==> config.mk <==
export PLATFORM = sky130hd
export DESIGN_NAME = keypad_scanner_4x4
export DESIGN_NICKNAME = d
export VERILOG_FILES = /design/src/rtl/keypad_scanner_4x4.sv
export SDC_FILE = /design/constraint.sdc
export NUM_CORES = 1
export LEC_CHECK = 0
export ABC_AREA = 1
export CAP_MARGIN = 5
export CORE_MARGIN = 10
export CORE_UTILIZATION = 26
export CTS_BUF_LIST = sky130_fd_sc_hd__clkbuf_8
export DETAILED_ROUTE_END_ITERATION = 8
export GPL_TIMING_DRIVEN = 0
export MAX_ROUTING_LAYER = met4
export PLACE_DENSITY = 0.53
export SLEW_MARGIN = 20
export SYNTH_ARGS = -nofsm -noshare
export SYNTH_HDL_FRONTEND = slang
export SYNTH_SLANG_ARGS = --single-unit
==> constraint.sdc <==
create_clock -name clk -period 2.05 [get_ports clk]
set_input_delay 0.205 -clock clk [delete_from_list [all_inputs] [get_ports clk]]
set_output_delay 0.205 -clock clk [all_outputs]
set_load 0.01 [all_outputs]
==> src/rtl/keypad_scanner_4x4.sv <==
// 4x4 matrix keypad scanner: walks a low column across the keypad on scan_tick,
// debounces press and release, and offers the key code over a valid/ack handshake.
module keypad_scanner_4x4 #(
    parameter int DEBOUNCE_TICKS = 4
) (
    input  logic       clk,
    input  logic       rst_n,
    input  logic       scan_tick,
    input  logic [3:0] row_in,
    output logic [3:0] col_out,
    output logic [3:0] key_code,
    output logic       key_valid,
    input  logic       key_ack,
    output logic       key_down,
    output logic       overrun
);

    // Handshake: key_code is offered while key_valid=1; the consumer takes it in any
    // cycle with key_ack=1. key_ack while key_valid=0 has no effect.

    typedef enum logic [1:0] {
        SCAN     = 2'd0,
        DEBOUNCE = 2'd1,
        HOLD     = 2'd2
    } state_t;

    localparam logic [3:0] CNT_LAST = 4'(DEBOUNCE_TICKS - 1);

    state_t     state;
    logic [1:0] col;
    logic [1:0] row_cap;
    logic [3:0] cnt;
    logic [3:0] rows_m;
    logic [3:0] rows_s;

    logic       any_low;
    logic [1:0] low_idx;
    logic       cap_low;
    logic       confirm;
    logic [1:0] col_next;

    function automatic logic [3:0] col_mask(input logic [1:0] c);
        return ~(4'b0001 << c);
    endfunction

    always_comb begin
        any_low  = ~&rows_s;
        cap_low  = ~rows_s[row_cap];
        col_next = col + 2'd1;
        if (!rows_s[0])      low_idx = 2'd0;
        else if (!rows_s[1]) low_idx = 2'd1;
        else if (!rows_s[2]) low_idx = 2'd2;
        else                 low_idx = 2'd3;
        confirm = scan_tick && (state == DEBOUNCE) && cap_low && (cnt == CNT_LAST);
    end

    // Two-flop synchronizer; idle keypad reads all-ones because of the pull-ups.
    always_ff @(posedge clk or negedge rst_n) begin
        if (!rst_n) begin
            rows_m <= 4'hF;
            rows_s <= 4'hF;
        end else begin
            rows_m <= row_in;
            rows_s <= rows_m;
        end
    end

    always_ff @(posedge clk or negedge rst_n) begin
        if (!rst_n) begin
            state     <= SCAN;
            col       <= 2'd0;
            col_out   <= 4'b1110;
            row_cap   <= 2'd0;
            cnt       <= 4'd0;
            key_code  <= 4'd0;
            key_valid <= 1'b0;
            key_down  <= 1'b0;
            overrun   <= 1'b0;
        end else begin
            if (scan_tick) begin
                case (state)
                    SCAN: begin
                        if (any_low) begin
                            row_cap <= low_idx;
                            cnt     <= 4'd0;
                            state   <= DEBOUNCE;
                        end else begin
                            col     <= col_next;
                            col_out <= col_mask(col_next);
                        end
                    end
                    DEBOUNCE: begin
                        if (cap_low) begin
                            if (cnt == CNT_LAST) begin
                                state    <= HOLD;
                                key_down <= 1'b1;
                                cnt      <= 4'd0;
                            end else begin
                                cnt <= cnt + 4'd1;
                            end
                        end else begin
                            state   <= SCAN;
                            col     <= col_next;
                            col_out <= col_mask(col_next);
                        end
                    end
                    HOLD: begin
                        // cnt counts consecutive released ticks; any press restarts it.
                        if (!cap_low) begin
                            if (cnt == CNT_LAST) begin
                                state    <= SCAN;
                                key_down <= 1'b0;
                                cnt      <= 4'd0;
                                col      <= col_next;
                                col_out  <= col_mask(col_next);
                            end else begin
                                cnt <= cnt + 4'd1;
                            end
                        end else begin
                            cnt <= 4'd0;
                        end
                    end
                    default: begin
                        state <= SCAN;
                    end
                endcase
            end

            if (key_valid && key_ack) begin
                key_valid <= 1'b0;
                overrun   <= 1'b0;
            end
            // A confirm overrides the ack-driven clear; a blocked one only flags overrun.
            if (confirm) begin
                if (!key_valid || key_ack) begin
                    key_code  <= {row_cap, col};
                    key_valid <= 1'b1;
                end else begin
                    overrun <= 1'b1;
                end
            end
        end
    end

endmodule
==> results.tsv <==
stage	metric	value	unit
clock_tree	cts_buffers	5	
finish	area_growth	26.1	%
status	outcome	finished, final reports clean	
floorplanning	dieArea	9290	sq um
logic_synthesis	yosysTopAreaCell	dfrtp_1	
drt	first_pass_iters	4	
drt	viasPerCell	4.16	
floorplanning	dieHeight	96.4	um
critical_path	crit_chain	clkdlybuf4s50_1	
logic_synthesis	yosysUniqueCellTypes	25	
critical_path	cpLargestDelayFamily	buffers and inverters	
logic_synthesis	avgSynthCellArea	9.09	sq um
placement	hpwlAfterDp	2170	um
timing	max_slew_margin	0.569	
clock_tree	clk_pin_slew_worst_paths	0.07	ns
timing	max_freq	639	MHz
drt	drc	0	
logic_synthesis	synth.top_cells.by_area	dfrtp_1, dfstp_2, nand2_1	
critical_path	arrival	1.36	ns
finish	drive_gt1_frac	0.216	
global_route	grt_pass1_wl	5200	um
floorplanning	ios	19	
global_route	grt_max_degree	30	
critical_path	max_stage_delay	0.54	ns
drt	drt_iter0_markers	31	
clock_tree	cts_max_level	2	
placement	gp_congestion	0.814	
timing	finalHoldWorstSlack	0.320	ns
timing	finalCritPeriodShare	0.763	
floorplanning	rows	27	
drt	totalWireLength	2910	um
hold_path	hold_path_class	in2reg	
timing	skew	0.00796	ns
critical_path	cp_num_buf_inv	1	
floorplanning	design.core.area	5570	sq um
global_route	grt_pass1_vias	1169	
timing	tightestPinTransition	0.646	ns
drt	avgRoutedWirePerCell	10.9	um
global_route	grt_use_total	0.0735	
finish	final_area	1910	sq um
clock_tree	clock_latency	0.29	ns
floorplanning	start_util	0.272	
clock_tree	cts_tree	yes	
logic_synthesis	ys_seq_area_frac	0.487	
timing	slew_violations	0	
clock_tree	cts_root_buf	clkbuf_8	
logic_synthesis	syn_nets	184	
critical_path	path_max_fanout	2	
floorplanning	die_x	96.4	um
clock_tree	clock-sinks	29	
logic_synthesis	synth_area	1520	sq um
timing	rsz0062_at_grt	no	
critical_path	worstSetupStartpointType	flip-flop	
clock_tree	clockBufferDepth	2	
global_route	antenna_found_initial	0	
timing	finalHoldViolations	0	
logic_synthesis	synth_top_area_share	0.297	
finish	final_cell_mix	nand2_1, inv_1, dfrtp_1	
finish	antenna_cells	0	
power	p_per_area	1260	nW/um^2
clock_tree	post_cts_buffers	0	
timing	setup_viol	0	
critical_path	worstPathRequired	1.85	ns
finish	final_nets	210	
finish	final_common_cell	nand2_1	
timing	finalSetupTns	0	ns
timing	min_period	1.56	ns
drt	antenna_left	0	
global_route	grt_overflow	0	
logic_synthesis	ys_warn_count	0	
drt	vias	1107	
placement	portBuffers	18	
placement	placed_area	1780	sq um
critical_path	critPathSlowestCell	clkdlybuf4s50_1	
logic_synthesis	netlist_instances	167	
logic_synthesis	ys_ff_latch	29	
power	ir_drop	0.533	mV
power	power_leakage	0.900	nW
critical_path	critPathCaptureType	output pin	
run	maxCapViolCount	0	
critical_path	worstSetupPathType	reg2out	
layer usage:
layer / track usage / up-vias / share of wire
met1: 0.0873 / 494 / 0.49
met5: - / - / 0
li1: - / 580 / -
met2: 0.107 / 23 / 0.42
met3: 0.0285 / 10 / 0.073
met4: 0.0363 / 0 / 0.024
layout make-up:
| cell class | instances | area [sq um] |
|---|---|---|
| inverters | 23 | 87.6 |
| clock buffers | 6 | 82.6 |
| repair buffers | 19 | 185 |
| clock inverters | 2 | 37.5 |
| fillers | 599 | 3660 |
| multi-input cells | 115 | 691 |
| well taps | 72 | 90.1 |
| flip-flops and latches | 29 | 739 |
state kept, by name (all words and copies together), names as in the netlist:
register	flops
rows_s	4
overrun	1
key_code	4
col	2
col_out	4
row_cap	2
key_valid	1
rows_m	4
state	2
key_down	1
cnt	4
path summary, 6_finish.rpt:
path,start,end,slack [ns],cells after the start
worst max register to register,state[1],key_down,0.51,8
min in group asynchronous,rst_n,key_code[1],0.48,2
worst max-delay path,col_out[1],col_out[1],0.49,1
worst min-delay path,row_in[0],rows_m[0],0.32,1
worst min register to register,rows_m[0],rows_s[0],0.36,0
max in group asynchronous,rst_n,row_cap[1],1.15,2
stage by stage:
step                      cells  setup slack [ns]  utilization  total power, mW
after floorplan             167             0.679            -             1.51
after global placement      257             0.266        0.321             1.79
after detailed placement    257             0.409        0.320             1.80
after CTS                   266             0.460        0.343             2.45
after global routing        266             0.328        0.343             2.60
final                       266             0.486        0.343             2.40
cell families after synthesis:
logic type | after synthesis | synth area share
simple gates | 88 | 0.300
flops | 29 | 0.487
buf+inv | 23 | 0.0577
compound gates | 17 | 0.0750
fa+ha+maj | 9 | 0.0742
xor+xnor | 1 | 0.00577
timing repair:
item | 4_1_cts | 5_1_grt
hold buffers | 1 | 0
endpoints found under the hold margin | 18 | 0
gates resized for setup | 0 | 0
synth_stat cells, drive strengths merged:
master,instances
a21boi,1
a21oi,4
clkinv,2
dfrtp,18
dfstp,11
ha,9
inv,21
nand2,59
nand3,19
nand3b,1
nand4,1
nor2,7
o21ai,12
or2,1
xor2,1
power by group:
part / internal [mW] / switching, mW
combinational: 0.369 / 0.586
sequential: 0.726 / 0.100
clock: 0.395 / 0.228
No activity file was read; power rests on OpenSTA's default activity.
